`src/rtl/ysyx_22050612_arb_pkg.sv`:
```
// Shared types for the IFU/LSU memory arbiter: controller states, owner
// encoding and default bus widths.
package ysyx_22050612_arb_pkg;

  localparam int ADDR_W_DEF = 64;
  localparam int DATA_W_DEF = 64;

  typedef enum logic [1:0] {
    IDLE  = 2'd0,
    ISSUE = 2'd1,
    WAIT  = 2'd2
  } state_e;

  typedef enum logic {
    OWN_IFU = 1'b0,
    OWN_LSU = 1'b1
  } owner_e;

endpackage

```
`src/rtl/ysyx_22050612_arb_sel.sv`:
```
// Combinational grant selection between the fetch and load/store requesters.
// On a conflict the requester that was not granted last wins.
module ysyx_22050612_arb_sel
  import ysyx_22050612_arb_pkg::*;
(
  input  logic   ifu_valid,
  input  logic   lsu_valid,
  input  owner_e last_grant,
  output logic   grant_valid,
  output owner_e grant
);

  always_comb begin
    grant_valid = ifu_valid | lsu_valid;
    grant       = OWN_IFU;
    if (ifu_valid && lsu_valid) begin
      grant = (last_grant == OWN_LSU) ? OWN_IFU : OWN_LSU;
    end else if (lsu_valid) begin
      grant = OWN_LSU;
    end
  end

endmodule

```
`src/rtl/ysyx_22050612_mem_arb.sv`:
```
// Single-outstanding memory arbiter for IFU and LSU. Fixed LSU priority by
// default; define YSYX_22050612_ARB_RR_EN for round-robin arbitration.
module ysyx_22050612_mem_arb
  import ysyx_22050612_arb_pkg::*;
#(
  parameter int ADDR_W = ADDR_W_DEF,
  parameter int DATA_W = DATA_W_DEF
) (
  input  logic                clk,
  input  logic                rst_n,
  input  logic                ifu_req_valid,
  output logic                ifu_req_ready,
  input  logic [ADDR_W-1:0]   ifu_addr,
  output logic                ifu_resp_valid,
  output logic [DATA_W-1:0]   ifu_rdata,
  input  logic                lsu_req_valid,
  output logic                lsu_req_ready,
  input  logic                lsu_wen,
  input  logic [ADDR_W-1:0]   lsu_addr,
  input  logic [DATA_W-1:0]   lsu_wdata,
  input  logic [DATA_W/8-1:0] lsu_wmask,
  output logic                lsu_resp_valid,
  output logic [DATA_W-1:0]   lsu_rdata,
  output logic                mem_req_valid,
  input  logic                mem_req_ready,
  output logic                mem_wen,
  output logic [ADDR_W-1:0]   mem_addr,
  output logic [DATA_W-1:0]   mem_wdata,
  output logic [DATA_W/8-1:0] mem_wmask,
  input  logic                mem_resp_valid,
  input  logic [DATA_W-1:0]   mem_rdata
);

  state_e              state_q, state_d;
  owner_e              owner_q, owner_d;
  logic                wen_q, wen_d;
  logic [ADDR_W-1:0]   addr_q, addr_d;
  logic [DATA_W-1:0]   wdata_q, wdata_d;
  logic [DATA_W/8-1:0] wmask_q, wmask_d;
  logic [DATA_W-1:0]   ifu_rdata_q, ifu_rdata_d;
  logic [DATA_W-1:0]   lsu_rdata_q, lsu_rdata_d;
  logic                ifu_resp_q, ifu_resp_d;
  logic                lsu_resp_q, lsu_resp_d;
  logic                grant_valid;
  owner_e              grant;
  owner_e              last_grant;

`ifdef YSYX_22050612_ARB_RR_EN
  owner_e ptr_q, ptr_d;

  always_comb begin
    ptr_d = ptr_q;
    if (state_q == IDLE && grant_valid) ptr_d = grant;
  end

  always_ff @(posedge clk or negedge rst_n) begin
    if (!rst_n) ptr_q <= OWN_IFU;
    else        ptr_q <= ptr_d;
  end

  assign last_grant = ptr_q;
`else
  // Pretending IFU was always granted last makes the selector favour LSU.
  assign last_grant = OWN_IFU;
`endif

  ysyx_22050612_arb_sel u_sel (
    .ifu_valid   (ifu_req_valid),
    .lsu_valid   (lsu_req_valid),
    .last_grant  (last_grant),
    .grant_valid (grant_valid),
    .grant       (grant)
  );

  always_comb begin
    state_d       = state_q;
    owner_d       = owner_q;
    wen_d         = wen_q;
    addr_d        = addr_q;
    wdata_d       = wdata_q;
    wmask_d       = wmask_q;
    ifu_rdata_d   = ifu_rdata_q;
    lsu_rdata_d   = lsu_rdata_q;
    ifu_resp_d    = 1'b0;
    lsu_resp_d    = 1'b0;
    ifu_req_ready = 1'b0;
    lsu_req_ready = 1'b0;
    case (state_q)
      IDLE: begin
        if (grant_valid) begin
          owner_d = grant;
          state_d = ISSUE;
          if (grant == OWN_LSU) begin
            lsu_req_ready = 1'b1;
            wen_d         = lsu_wen;
            addr_d        = lsu_addr;
            wdata_d       = lsu_wdata;
            wmask_d       = lsu_wmask;
          end else begin
            ifu_req_ready = 1'b1;
            wen_d         = 1'b0;
            addr_d        = ifu_addr;
            wdata_d       = '0;
            wmask_d       = '0;
          end
        end
      end
      ISSUE: begin
        if (mem_req_ready) state_d = WAIT;
      end
      WAIT: begin
        if (mem_resp_valid) begin
          state_d = IDLE;
          if (owner_q == OWN_LSU) begin
            lsu_rdata_d = mem_rdata;
            lsu_resp_d  = 1'b1;
          end else begin
            ifu_rdata_d = mem_rdata;
            ifu_resp_d  = 1'b1;
          end
        end
      end
      default: state_d = IDLE;
    endcase
  end

  always_ff @(posedge clk or negedge rst_n) begin
    if (!rst_n) begin
      state_q     <= IDLE;
      owner_q     <= OWN_IFU;
      wen_q       <= 1'b0;
      addr_q      <= '0;
      wdata_q     <= '0;
      wmask_q     <= '0;
      ifu_rdata_q <= '0;
      lsu_rdata_q <= '0;
      ifu_resp_q  <= 1'b0;
      lsu_resp_q  <= 1'b0;
    end else begin
      state_q     <= state_d;
      owner_q     <= owner_d;
      wen_q       <= wen_d;
      addr_q      <= addr_d;
      wdata_q     <= wdata_d;
      wmask_q     <= wmask_d;
      ifu_rdata_q <= ifu_rdata_d;
      lsu_rdata_q <= lsu_rdata_d;
      ifu_resp_q  <= ifu_resp_d;
      lsu_resp_q  <= lsu_resp_d;
    end
  end

  assign mem_req_valid  = (state_q == ISSUE);
  assign mem_wen        = wen_q;
  assign mem_addr       = addr_q;
  assign mem_wdata      = wdata_q;
  assign mem_wmask      = wmask_q;
  assign ifu_resp_valid = ifu_resp_q;
  assign ifu_rdata      = ifu_rdata_q;
  assign lsu_resp_valid = lsu_resp_q;
  assign lsu_rdata      = lsu_rdata_q;

endmodule
```
`config.mk`:
```
export PLATFORM = sky130hd
export DESIGN_NAME = ysyx_22050612_mem_arb
export DESIGN_NICKNAME = d
export VERILOG_FILES = /design/src/rtl/ysyx_22050612_arb_pkg.sv /design/src/rtl/ysyx_22050612_arb_sel.sv /design/src/rtl/ysyx_22050612_mem_arb.sv
export SDC_FILE = /design/constraint.sdc
export NUM_CORES = 1
export LEC_CHECK = 0
export BUFFER_PORTS_ARGS = -buffer_cell sky130_fd_sc_hd__buf_2
export CAP_MARGIN = 30
export CORE_AREA = 2 2 210 212
export CTS_CLUSTER_SIZE = 30
export DETAILED_ROUTE_END_ITERATION = 7
export DIE_AREA = 0 0 212 214
export HOLD_SLACK_MARGIN = 0.1
export PLACE_DENSITY = 0.49
export SKIP_CTS_REPAIR_TIMING = 1
export SYNTH_ARGS = -nofsm -noshare
export SYNTH_HDL_FRONTEND = slang
export SYNTH_SLANG_ARGS = --single-unit
```
`constraint.sdc`:
```
create_clock -name clk -period 2.81 [get_ports clk]
set_input_delay 0 -clock clk [delete_from_list [all_inputs] [get_ports clk]]
set_output_delay 0 -clock clk [all_outputs]
set_load 0.005 [all_outputs]
```
==> impl_metrics.ini, run 1 <==
[floorplan]
num_io_pins = 541
chipHeight_um = 214
floorplan.die_area_um2 = 45400
floorplan.die.width_um = 212
placement_rows = 76
design.core.area_um2 = 42900
initial_core_util_pct = 24.8

[detailed_routing]
postRouteAntennaNets = 0
wire_per_inst_um = 17.0
uppermost_signal_routing_layer_after_detailed_routing = met5
drc_errors = 0
route.layer.met1.wl_um = 13600
route.met3.wl_um = 2250
detailroute.wirelength.met2_um = 18600
drt_pre_antenna_iters = 4
finalWirelength_um = 35700
vias_per_cell = 4.20
detailroute.via_count = 8825
drt_iter0_drc = 343

[yosys]
synth_cells = 658
post-synth-top-count-cell = dfrtp_1
ys_dominant_reg_cell = dfrtp_1
synth-warning-count = 0
synth-seq-cells = 270
synth.top_cells.by_area = dfrtp_1 (63%), mux2_2 (26%), a22o_1 (6.1%)
synthesized_area_per_cell_um2 = 16.2
synth_top_cell_area_share_pct = 63.4
yosysSeqAreaShare_pct = 63.4
synth-edff-count = 0
synth_async_sr_flop_share_pct = 100
synth.largest_area_cell = dfrtp_1
synth.lib_cells_used.distinct = 20
synthesis.nets = 929
synthesis.area_um2 = 10700
synth_common_cells = dfrtp_1 (270), mux2_2 (250), a22o_1 (74)

[final_layout]
drive_above_1_share_pct = 57.6
final-seq-area_um2 = 6760
area_occupied_by_multi_input_gates_um2 = 3630
area_growth_syn_to_layout_pct = 69.8
nFillCells = 4014
finalNonFillerCells = 2101
nNetsFinal = 1760

[placement]
routabilityCongestion = 0.813
port_buffers = 540
place.detailed.hpwl_um = 24700
placed_instance_count = 1760

[hold_path]
hold_path.startpoint = lsu_req_valid
min_to = mem_addr[41]
hp-class = primary input to flop
min_path_cells = 4

[timing]
count_of_endpoints_failing_hold_in_the_final_timing_report = 0
rsz0062_at_grt = false
max_freq_mhz = 490
setup_tns_ns = 0
final-setup-viol-count = 0
post-route-period-util_pct = 72.7
final.min_clock_period_ns = 2.04
drv_slew = 0
slew-limit-headroom_pct = 44.8
skew_ns = 0.0141
max_slew.worst_pin.slew_ns = 0.828

[setup_path]
timing.critical_path.required_ns = 3.20
worstSetupStartpointType = flop
worstSetupEndpointType = flop
number_of_cell_instances_on_the_worst_register_to_register_path = 4
cp_data_arrival_time_ns = 2.43
worst_setup_path_category = flop to flop
timing.reg2reg.setup_slack_ns = 0.77
crit_path_max_fanout = 21
reg2reg_to = ifu_rdata[45]
critical_path.reg2reg.startpoint = state_q[0]

[cts]
cts_tree = built
clock-sinks = 270
numCtsBuffers = 34
cts.reportedPaths.clkPinSlew_ns = 0.06
root_buffer = clkbuf_16
cts.path.max_buffers = 3
htreeDepth = 2
clock_insertion_delay_worst_skew_ns = 0.52

[flow_run]
max-cap-violations = 0

[power]
finalPower_w = 0.0173
seq_power_share_pct = 38.3
cellLeakagePower_nw = 8.89
power_report.internal_total_w = 0.0121
clkPwrFrac_pct = 25.7
ir_drop_mv = 0.596
power_switching_share_pct = 30.1
cellPowerDensity_nw_per_um2 = 957
p_switching_w = 0.00521
logic_pwr_share_pct = 36.0

[global_routing]
grt_pass1_wl_um = 49500
grtUsageTotal_pct = 14.3
grt_max_degree = 89
grt.overflow.total = 0
antenna_violations_before_repair = 2
via_count_of_the_first_global_routing_pass = 8362

[run_status]
status = finished clean
==> cells in the final DEF, fill, tap and decap left out, drive strengths merged <==
cell type / instances
nand2b: 1
o21ai: 2
clkbuf: 52
dfrtp: 270
dlygate4sd3: 277
a21o: 1
and2: 1
nand2: 1
mux2: 256
bufinv: 2
a22o: 74
nor2: 2
diode: 1
nor2b: 1
nor3b: 1
clkinv: 7
inv: 3
clkinvlp: 1
buf: 562
nand3: 1
==> kinds of logic (layout without fill, tap and decap cells) <==
| logic type | count (synthesis) | count (layout) | synth area share [%] |
|---|---|---|---|
| other cells | 0 | 1 | 0 |
| simple gates | 8 | 8 | 0.470 |
| compound gates | 77 | 77 | 6.25 |
| buf+inv | 47 | 904 | 2.82 |
| flops | 270 | 270 | 63.4 |
| mux | 256 | 256 | 27.1 |
==> registers in the layout, summed over array words and instances (netlist names) <==
signal	cells
ifu_rdata	64
lsu_rdata	64
mem_addr	64
mem_wdata	64
mem_wmask	8
state_q	2
ifu_resp_valid	1
lsu_resp_valid	1
mem_wen	1
owner_q	1
==> critical path: stages (launching register included) <==
cell and delay (ns):
dfrtp_1 0.40, nor2b_2 0.21, nor3b_4 0.67, buf_12 0.26, mux2_2 0.35
==> how the worst max path moves through the flow <==
stage / from / end / slack (ns)
after floorplan: state_q[0] / ifu_rdata[44] / 1.33
after global placement: state_q[0] / ifu_rdata[46] / 0.77
after detailed placement: state_q[0] / ifu_rdata[49] / 0.73
after CTS: state_q[0] / ifu_rdata[45] / 0.70
after global routing: state_q[0] / ifu_rdata[49] / 0.61
final: state_q[0] / ifu_rdata[45] / 0.77
==> per-layer routing <==
metal	vias up	GRT usage (%)
met3	79	3.90
met2	312	25.1
met5	-	0
li1	4085	-
met4	2	6.57
met1	4347	15.9
==> power by group through the flow <==
stage / combinational, W / sequential [W] / clock, W
after floorplan: 0.00266 / 0.00681 / 0
after global placement: 0.00583 / 0.00664 / 0
after detailed placement: 0.00593 / 0.00667 / 0
after CTS: 0.00595 / 0.00664 / 0.00462
after global routing: 0.00676 / 0.00687 / 0.00479
final: 0.00623 / 0.00663 / 0.00445
==> cell type report <==
class / instances / area share, %
Clock buffer: 52 / 5.87
Inverter: 3 / 0.0623
Multi-Input combinational cell: 341 / 20.1
Timing Repair Buffer: 839 / 32.0
Tap cell: 585 / 4.05
Sequential cell: 270 / 37.4
Clock inverter: 10 / 0.609
Antenna cell: 1 / 0.0138
==> per-stage QoR <==
stage | instance area (um^2) | util, % | setup WS, ns | hold slack, ns
after global routing | 18100 | 42.2 | 0.610 | 0.220
after global placement | 14100 | 32.9 | 0.772 | 0.0249
after floorplan | 10700 | - | 1.33 | -0.296
final | 18100 | 42.2 | 0.768 | 0.222
after CTS | 15300 | 35.7 | 0.697 | -0.555
after detailed placement | 14100 | 32.9 | 0.730 | 0.0250
Power figures use the tool's default switching activity.
==> run 2: changes to the inputs <==
--- a/config.mk
+++ b/config.mk
@@ -5,14 +5,15 @@
 export SDC_FILE = /design/constraint.sdc
 export NUM_CORES = 1
 export LEC_CHECK = 0
+export ABC_AREA = 1
 export BUFFER_PORTS_ARGS = -buffer_cell sky130_fd_sc_hd__buf_2
 export CAP_MARGIN = 30
-export CORE_AREA = 2 2 210 212
+export CORE_AREA = 2 2 209 211
 export CTS_CLUSTER_SIZE = 30
 export DETAILED_ROUTE_END_ITERATION = 7
-export DIE_AREA = 0 0 212 214
+export DIE_AREA = 0 0 211 213
 export HOLD_SLACK_MARGIN = 0.1
-export PLACE_DENSITY = 0.49
+export PLACE_DENSITY = 0.5
 export SKIP_CTS_REPAIR_TIMING = 1
 export SYNTH_ARGS = -nofsm -noshare
 export SYNTH_HDL_FRONTEND = slang
==> constraint.sdc (replaced) <==
create_clock -name clk -period 2 [get_ports clk]
set_input_delay 0 -clock clk [delete_from_list [all_inputs] [get_ports clk]]
set_output_delay 0 -clock clk [all_outputs]
set_load 0.005 [all_outputs]
==> impl_metrics.ini, run 2 <==
[run_status]
status = finished clean

[detailed_routing]
vias_per_cell = 4.40
finalWirelength_um = 44700
postRouteAntennaNets = 0
drt_pre_antenna_iters = 5
wire_per_inst_um = 16.2
drt_iter0_drc = 718
drc_errors = 0
detailroute.via_count = 12127

[yosys]
synth-warning-count = 0
synthesis.area_um2 = 11200
post-synth-top-count-cell = nand2_1
ys_dominant_reg_cell = dfrtp_1
synth_common_cells = nand2_1 (861), dfrtp_1 (270), nand3_1 (137)
synth.lib_cells_used.distinct = 13
synth_async_sr_flop_share_pct = 100
synthesized_area_per_cell_um2 = 8.13
synth_top_cell_area_share_pct = 60.5
synth_cells = 1373
synth-edff-count = 0
synth.top_cells.by_area = dfrtp_1 (61%), nand2_1 (29%), nand3_1 (6.1%)
synth.largest_area_cell = dfrtp_1
yosysSeqAreaShare_pct = 60.5
synthesis.nets = 1644
synth-seq-cells = 270

[floorplan]
num_io_pins = 541
chipHeight_um = 213
initial_core_util_pct = 26.2
floorplan.die.width_um = 211
floorplan.die_area_um2 = 44900
design.core.area_um2 = 42700
placement_rows = 76

[setup_path]
worst_setup_path_category = flop to flop
worstSetupEndpointType = flop
worstSetupStartpointType = flop
cp_data_arrival_time_ns = 2.34
crit_path_max_fanout = 37
timing.critical_path.required_ns = 2.46

[timing]
max_slew.worst_pin.slew_ns = 0.832
skew_ns = 0.00567
count_of_endpoints_failing_hold_in_the_final_timing_report = 0
slew-limit-headroom_pct = 44.5
max_freq_mhz = 531
final-setup-viol-count = 0
fin_ws_ns = 0.118
setup_tns_ns = 0
drv_slew = 0
post-route-period-util_pct = 94.1
final.min_clock_period_ns = 1.88

[cts]
numCtsBuffers = 34
cts.reportedPaths.clkPinSlew_ns = 0.06
clock_insertion_delay_worst_skew_ns = 0.52
root_buffer = clkbuf_16
clock-sinks = 270
cts.path.max_buffers = 3
htreeDepth = 2
cts_tree = built

[global_routing]
grt.overflow.total = 0
grtUsageTotal_pct = 18.1
grt_pass1_wl_um = 62700
via_count_of_the_first_global_routing_pass = 10751
antenna_violations_before_repair = 4
grt_max_degree = 95

[placement]
place.detailed.hpwl_um = 30200
port_buffers = 540
routabilityCongestion = 0.837
pre_cts_ws_ns = 0.401

[power]
seq_power_share_pct = 38.2
cellLeakagePower_nw = 10.5
clkPwrFrac_pct = 23.7
ir_drop_mv = 0.585
logic_pwr_share_pct = 38.2
finalPower_w = 0.0244
p_switching_w = 0.00896
power_switching_share_pct = 36.7
power_report.internal_total_w = 0.0154
cellPowerDensity_nw_per_um2 = 1310

[hold_path]
hp-class = primary input to flop

[final_layout]
drive_above_1_share_pct = 28.4
mostFrequentLayoutCells = nand2_1 (858), buf_2 (538), dlygate4sd3_1 (297)
layout_commonest_cell = nand2_1
area_growth_syn_to_layout_pct = 66.5
nNetsFinal = 2457

[flow_run]
max-cap-violations = 0
-- run 2: cell count changes after synthesis, sizes merged, moves of 5 or more --
| cell | before | now |
|---|---|---|
| a22o | 74 | 0 |
| buf | 42 | 70 |
| nand2 | 1 | 861 |
| nand3 | 1 | 137 |
| nor2 | 2 | 7 |
| clkbuf | 2 | 16 |
| mux2 | 256 | 0 |
| inv | 3 | 9 |
-- run 2: cell families (layout without fill, tap and decap cells) --
family                 Yosys count  count (layout)  synth area share, %
AND/OR/NAND/NOR               1006            1006                 35.4
flip-flops                     270             270                 60.5
buffers and inverters           95             926                 3.99
AO/OA/AOI/OAI                    2               2               0.0896
other                            0               4                    0
-- run 2: path summary, 6_finish.rpt --
check,start,endpoint,slack [ns],cells past startpoint
worst min-delay path,ifu_req_valid,mem_addr[32],0.07,5
worst max register to register,state_q[0],mem_wdata[48],0.12,5
worst min register to register,ifu_rdata[20],ifu_rdata[20],0.46,2
max in group asynchronous,rst_n,mem_wdata[12],0.60,4
min in group asynchronous,rst_n,ifu_rdata[34],0.54,3
worst max-delay path,state_q[0],mem_wdata[48],0.12,5
-- run 2: worst max-delay path: stages (launching register included) --
cell and delay, ns:
dfrtp_1 0.45, nor2_4 0.27, clkbuf_16 0.30, nand3_1 0.12, dlygate4sd3_1 0.59, nand2_1 0.08
-- run 2: routing by layer --
| layer | share of wire [%] | routed length [um] | GRT usage [%] | up-vias |
|---|---|---|---|---|
| li1 | - | - | - | 5849 |
| met1 | 41 | 18500 | 22.2 | 5753 |
| met2 | 49 | 21700 | 29.9 | 474 |
| met3 | 8.2 | 3650 | 6.66 | 51 |
| met4 | 1.9 | 834 | 5.32 | 0 |
| met5 | 0 | 0 | 0 | - |
-- run 2: metrics by stage --
stage / hold WS [ns] / utilization, % / std cells / instance area [um^2]
after floorplan: -0.296 / - / 1373 / 11200
after global placement: -0.0325 / 34.1 / 2398 / 14600
after detailed placement: -0.0399 / 34.1 / 2398 / 14600
after CTS: -0.611 / 36.5 / 2452 / 15600
after global routing: 0.0978 / 43.5 / 2753 / 18600
final: 0.0661 / 43.6 / 2754 / 18600
-- run 2: area by class of cell --
class	instances	area [um^2]
sequential	270	6760
clock buffer	44	940
fill	4245	24100
tap	546	683
multi-input combinational	1008	4010
timing repair buffer	863	6080
inverter	9	33.8
clock inverter	10	87.6
antenna	4	10.0
-- run 2: power groups by stage --
stage | logic [W] | registers [W] | clock network [W]
final | 0.00931 | 0.00932 | 0.00577
after global placement | 0.00863 | 0.00929 | 0
after global routing | 0.0105 | 0.00961 | 0.00618
after CTS | 0.00872 | 0.00930 | 0.00601
after detailed placement | 0.00873 | 0.00933 | 0
after floorplan | 0.00370 | 0.00949 | 0
